### src/rtl/ins_pkg.sv
// Shared constants and helpers for the ins bus sink.
package ins_pkg;

    localparam int INS_WIDTH_DEFAULT = 3;

    // Wide enough for any practical counter width (up to 63 bits).
    typedef logic [63:0] cnt_sat_t;

    function automatic int lvl_w(input int depth);
        return $clog2(depth) + 1;
    endfunction

    function automatic cnt_sat_t cnt_max(input int w);
        return (cnt_sat_t'(1) << w) - cnt_sat_t'(1);
    endfunction

endpackage

### src/rtl/ins_sink_if.sv
// Valid/ready word channel; master drives data, slave drives ready.
interface ins_sink_if
    import ins_pkg::*;
#(
    parameter int WIDTH = INS_WIDTH_DEFAULT
);
    logic             valid;
    logic [WIDTH-1:0] data;
    logic             ready;

    modport master (output valid, output data, input ready);
    modport slave  (input valid, input data, output ready);
endinterface

### src/rtl/ins_sink_mem.sv
// Storage array for the sink FIFO: synchronous write, asynchronous read
// so the head word falls through with no extra cycle.
module ins_sink_mem #(
    parameter int WIDTH = 3,
    parameter int DEPTH = 4,
    localparam int AW   = $clog2(DEPTH)
) (
    input  logic             clk,
    input  logic             i_we,
    input  logic [AW-1:0]    i_waddr,
    input  logic [WIDTH-1:0] i_wdata,
    input  logic [AW-1:0]    i_raddr,
    output logic [WIDTH-1:0] o_rdata
);

    logic [WIDTH-1:0] r_mem [DEPTH];

    always_ff @(posedge clk) begin
        if (i_we) begin
            r_mem[i_waddr] <= i_wdata;
        end
    end

    assign o_rdata = r_mem[i_raddr];

endmodule

### src/rtl/ins_sink.sv
// Receiving FIFO for the ins bus with occupancy and a saturating
// count of accepted words.
module ins_sink
    import ins_pkg::*;
#(
    parameter int WIDTH = INS_WIDTH_DEFAULT,
    parameter int DEPTH = 4,
    parameter int CNT_W = 16
) (
    input  logic                      clk,
    input  logic                      rst_n,
    ins_sink_if.slave                 i_ins,
    ins_sink_if.master                o_out,
    output logic [lvl_w(DEPTH)-1:0]   o_level,
    output logic [CNT_W-1:0]          o_xfer_cnt
);

    localparam int AW = $clog2(DEPTH);
    localparam int LW = lvl_w(DEPTH);
    localparam logic [CNT_W-1:0] CNT_MAX = CNT_W'(cnt_max(CNT_W));

    logic [AW-1:0]    r_wr_ptr;
    logic [AW-1:0]    r_rd_ptr;
    logic [LW-1:0]    r_level;
    logic [CNT_W-1:0] r_xfer_cnt;

    logic             w_ready;
    logic             w_valid;
    logic             w_push;
    logic             w_pop;
    logic [WIDTH-1:0] w_rdata;

    // Ready comes from registered level only, so a pop while full never
    // opens the input in the same cycle.
    assign w_ready = (r_level != LW'(DEPTH));
    assign w_valid = (r_level != '0);
    assign w_push  = i_ins.valid & w_ready;
    assign w_pop   = w_valid & o_out.ready;

    assign i_ins.ready = w_ready;
    assign o_out.valid = w_valid;
    assign o_out.data  = w_rdata;
    assign o_level     = r_level;
    assign o_xfer_cnt  = r_xfer_cnt;

    ins_sink_mem #(
        .WIDTH (WIDTH),
        .DEPTH (DEPTH)
    ) u_mem (
        .clk     (clk),
        .i_we    (w_push),
        .i_waddr (r_wr_ptr),
        .i_wdata (i_ins.data),
        .i_raddr (r_rd_ptr),
        .o_rdata (w_rdata)
    );

    always_ff @(posedge clk or negedge rst_n) begin
        if (!rst_n) begin
            r_wr_ptr   <= '0;
            r_rd_ptr   <= '0;
            r_level    <= '0;
            r_xfer_cnt <= '0;
        end else begin
            if (w_push) begin
                r_wr_ptr <= r_wr_ptr + AW'(1);
                if (r_xfer_cnt != CNT_MAX) begin
                    r_xfer_cnt <= r_xfer_cnt + CNT_W'(1);
                end
            end
            if (w_pop) begin
                r_rd_ptr <= r_rd_ptr + AW'(1);
            end
            case ({w_push, w_pop})
                2'b10:   r_level <= r_level + LW'(1);
                2'b01:   r_level <= r_level - LW'(1);
                default: r_level <= r_level;
            endcase
        end
    end

endmodule

### src/flat_wrapper.sv
// flat-port wrapper written by rule: the top's interface ports become plain ports
module ins_sink_flat import ins_pkg::*;
#(
    parameter int WIDTH = INS_WIDTH_DEFAULT,
    parameter int DEPTH = 4,
    parameter int CNT_W = 16
)
  (clk, rst_n, o_level, o_xfer_cnt, i_ins_valid, i_ins_data, i_ins_ready, o_out_valid, o_out_data, o_out_ready);
  ins_sink_if #(.WIDTH(WIDTH)) i_ins_i ();
  ins_sink_if #(.WIDTH(WIDTH)) o_out_i ();
  input  logic clk;
  input  logic rst_n;
  output logic [lvl_w(DEPTH)-1:0] o_level;
  output logic [CNT_W-1:0] o_xfer_cnt;
  input wire logic [$bits(i_ins_i.valid)-1:0] i_ins_valid;
  input wire logic [$bits(i_ins_i.data)-1:0] i_ins_data;
  output wire logic [$bits(i_ins_i.ready)-1:0] i_ins_ready;
  output wire logic [$bits(o_out_i.valid)-1:0] o_out_valid;
  output wire logic [$bits(o_out_i.data)-1:0] o_out_data;
  input wire logic [$bits(o_out_i.ready)-1:0] o_out_ready;
  assign i_ins_i.valid = i_ins_valid;
  assign i_ins_i.data = i_ins_data;
  assign i_ins_ready = i_ins_i.ready;
  assign o_out_valid = o_out_i.valid;
  assign o_out_data = o_out_i.data;
  assign o_out_i.ready = o_out_ready;
  ins_sink #(.WIDTH(WIDTH), .DEPTH(DEPTH), .CNT_W(CNT_W)) u_core (.clk(clk), .rst_n(rst_n), .i_ins(i_ins_i), .o_out(o_out_i), .o_level(o_level), .o_xfer_cnt(o_xfer_cnt));
endmodule
### config.mk
export PLATFORM = sky130hd
export DESIGN_NAME = ins_sink_flat
export DESIGN_NICKNAME = d
export VERILOG_FILES = /design/src/rtl/ins_pkg.sv /design/src/rtl/ins_sink_if.sv /design/src/rtl/ins_sink_mem.sv /design/src/rtl/ins_sink.sv /design/src/flat_wrapper.sv
export SDC_FILE = /design/constraint.sdc
export NUM_CORES = 1
export LEC_CHECK = 0
export ABC_AREA = 1
export CORE_MARGIN = 5
export CORE_UTILIZATION = 40
export CTS_CLUSTER_SIZE = 40
export DETAILED_ROUTE_END_ITERATION = 10
export SLEW_MARGIN = 20
export SYNTH_ARGS = -nofsm -noshare
export SYNTH_HDL_FRONTEND = slang
export SYNTH_SLANG_ARGS = --single-unit
### constraint.sdc
create_clock -name clk -period 2.55 [get_ports clk]
set_input_delay 0.3825 -clock clk [delete_from_list [all_inputs] [get_ports clk]]
set_output_delay 0.3825 -clock clk [all_outputs]
set_load 0.02 [all_outputs]
==> key figures <==
Status
  – Outcome: finished, final reports clean

Global route
  – Antenna violations before repair: 0
  – Largest net degree at the start of global routing: 24
  – First-pass GRT wire length: 6.70 mm
  – Grt total ovfl: 0
  – Total GRT Usage: 13.7%
  – Vias in the first global route: 1510

Finish
  – Layout cell share with drive strength beyond 1: 11.2%
  – # diodes: 0
  – P&R area growth vs syn: 24.4%
  – # fillers: 428
  – Final nets: 271
  – Reg area: 936 µm²
  – Multi-input gate area: 841 µm²

Job
  – # Max-Cap Violations: 0

Logic synthesis
  – Post-synth EDFFs: 12
  – Mapped cell area: 0.00191 mm²
  – Seq/Total Area, Yosys: 49.1%
  – Async SR Flop Fraction: 65.7%
  – Mean Syn Cell Area: 8.62 µm²
  – Primary FF master, synth: dfrtp_1
  – Synth area leaders: dfrtp_1, edfxtp_1, nand2_1, inv_1, nor2_1
  – Synthesis warning total: 0
  – Post-synth top cells: nand2_1, inv_1, nor2_1
  – Most frequent cell after synthesis: nand2_1
  – Post-synth top area share: 30.2%
  – Cells after Synth: 221
  – Synth Net Count: 235
  – Synth cell types: 22
  – Area leader, netlist: dfrtp_1
  – #FFs+latches synth: 35

Clock network
  – CTS root buffer: clkbuf_8
  – Clock sinks: 35
  – CTS buffer count: 5
  – Clock Path Buffers: 2
  – CTS tree: yes
  – Later-pin clock latency in the skew report: 0.29 ns
  – Post-CTS Resized: 0
  – Max H-tree Level: 2
  – Post-CTS setup buffer count: 0
  – Hold Buf Count CTS: 0
  – Clock transition at path regs: 0.08 ns

STA
  – Max Slew Vio Count: 0
  – Fin crit period: 2.16 ns
  – Final worst clock skew: 0.0102 ns
  – Period utilization: 84.5%
  – Fin. Hold Viols: 0
  – Setup ws final: 0.394 ns
  – RSZ-0062 raised after global routing: false
  – Rel. slew slack: 62.3%
  – Actual transition at the worst max-transition pin: 0.565 ns
  – Fmax: 464 MHz
  – Hold Slack: 0.447 ns
  – Setup tns final: 0 ns
  – Setup Viol. Count Final: 0

Route
  – Vias/cell: 4.72
  – Met2 WL: 1.81 mm
  – Post-DRT Antenna Nets: 0
  – M1 WL: 1.71 mm
  – Total Wirelength: 3.76 mm
  – Highest Signal Layer: met4
  – Vias after detailed routing: 1473
  – Routed wl met3: 160 µm
  – First-pass iteration count of the detailed router: 4
  – Iteration-0 DRC Markers: 27
  – Post-route DRC violation count: 0
  – WL/cell: 12.0 µm

Placed design
  – Detailed Place HPWL: 2.82 mm
  – Routability cong.: 0.800
  – I/O Buffers: 30
  – Setup slack at placement: 0.419 ns

Floorplan
  – Starting Density: 40.9%
  – Die Area: 0.00624 mm²
  – Row Count: 25
  – Core ar.: 0.00466 mm²
  – DIE HEIGHT: 79.0 µm
  – I/O Pins: 31
  – Width of the die: 79.0 µm

Critical path
  – Critical Path AT: 1.77 ns
  – Critical path type: reg2out
  – Worst setup SP type: flop
  – Critical Path RT: 2.17 ns
  – CP endpoint kind: output port
  – CP max FO: 8

Pwr
  – Cell Pwr Density: 1000 mW/mm²
  – Max VDD drop: 0.423 mV
  – Power consumption: 2.37 mW
  – Leak: 0.980 nW

Min path
  – Worst min path class: in2async
## kinds of logic after synthesis
family                     count (synthesis)  share of synthesized area [%]
buffers and inverters                     30                           6.76
DFF                                       35                           49.1
xor gates and xnor gates                   9                           4.14
AOI/OAI and AO/OA                         26                           8.54
adders and majority gates                  7                           4.99
and+or+nand+nor                          114                           26.5
## stage by stage
stage / area [µm²] / cells / util [%]
6_report: 2370 / 312 / 50.9
5_1_grt: 2370 / 312 / 50.9
4_1_cts: 2370 / 312 / 50.9
3_5_place_dp: 2260 / 304 / 48.5
3_3_place_gp: 2260 / 304 / 48.5
2_1_floorplan: 1910 / 221 / -
## critical path: stages, from the launching register on
cell             delay [ns]
dfrtp_1                0.45
inv_1                  0.19
nor2_1                 0.06
o22ai_1                0.16
clkdlybuf4s50_1        0.63
## registers in the layout, indices dropped and copies added (netlist names)
name,flops
u_core.o_level,3
u_core.o_xfer_cnt,16
u_core.r_rd_ptr,2
u_core.r_wr_ptr,2
u_core.u_mem.r_mem,12
## report_power, final
| part | internal [mW] | switching, mW |
|---|---|---|
| sequential | 0.739 | 0.147 |
| clock | 0.291 | 0.204 |
| combinational | 0.429 | 0.564 |
## cells in the final DEF (no fill, tap or decap), drive strengths merged
cell type	n
nand4	5
a21oi	1
nor2	32
xnor2	4
o21ai	21
xor2	5
o22ai	3
nand3	11
bufinv	1
ha	6
a21boi	1
fa	1
buf	1
edfxtp	12
clkbuf	5
clkinv	3
nand2	66
dfrtp	23
inv	27
clkdlybuf4s50	30
## cell type report
cell class / count / share of cell area (%)
Clock buffer: 5 / 2.90
Clock inverter: 3 / 1.85
Inverter: 28 / 4.49
Multi-Input combinational cell: 156 / 35.5
Sequential cell: 35 / 39.5
Tap cell: 54 / 2.85
Timing Repair Buffer: 31 / 13.0
## metal layers
metal	up-vias	track usage, %
met5	-	0
met4	0	6.53
met3	8	3.63
met2	29	23.3
met1	657	16.1
li1	779	-
## path summary, 6_finish.rpt
kind / cells past startpoint / start / slack [ns] / to
setup reg to reg: 9 / u_core.o_level[0] / 0.59 / u_core.o_level[2]
min in group clk: 2 / u_core.o_level[1] / 0.51 / u_core.o_level[1]
setup / recovery: 4 / u_core.r_rd_ptr[0] / 0.39 / o_out_data[0]
max in group asynchronous: 2 / rst_n / 1.86 / u_core.o_level[2]
hold reg to reg: 2 / u_core.o_level[1] / 0.51 / u_core.o_level[1]
hold / removal: 2 / rst_n / 0.45 / u_core.o_xfer_cnt[10]
Power figures use the tool's default switching activity.
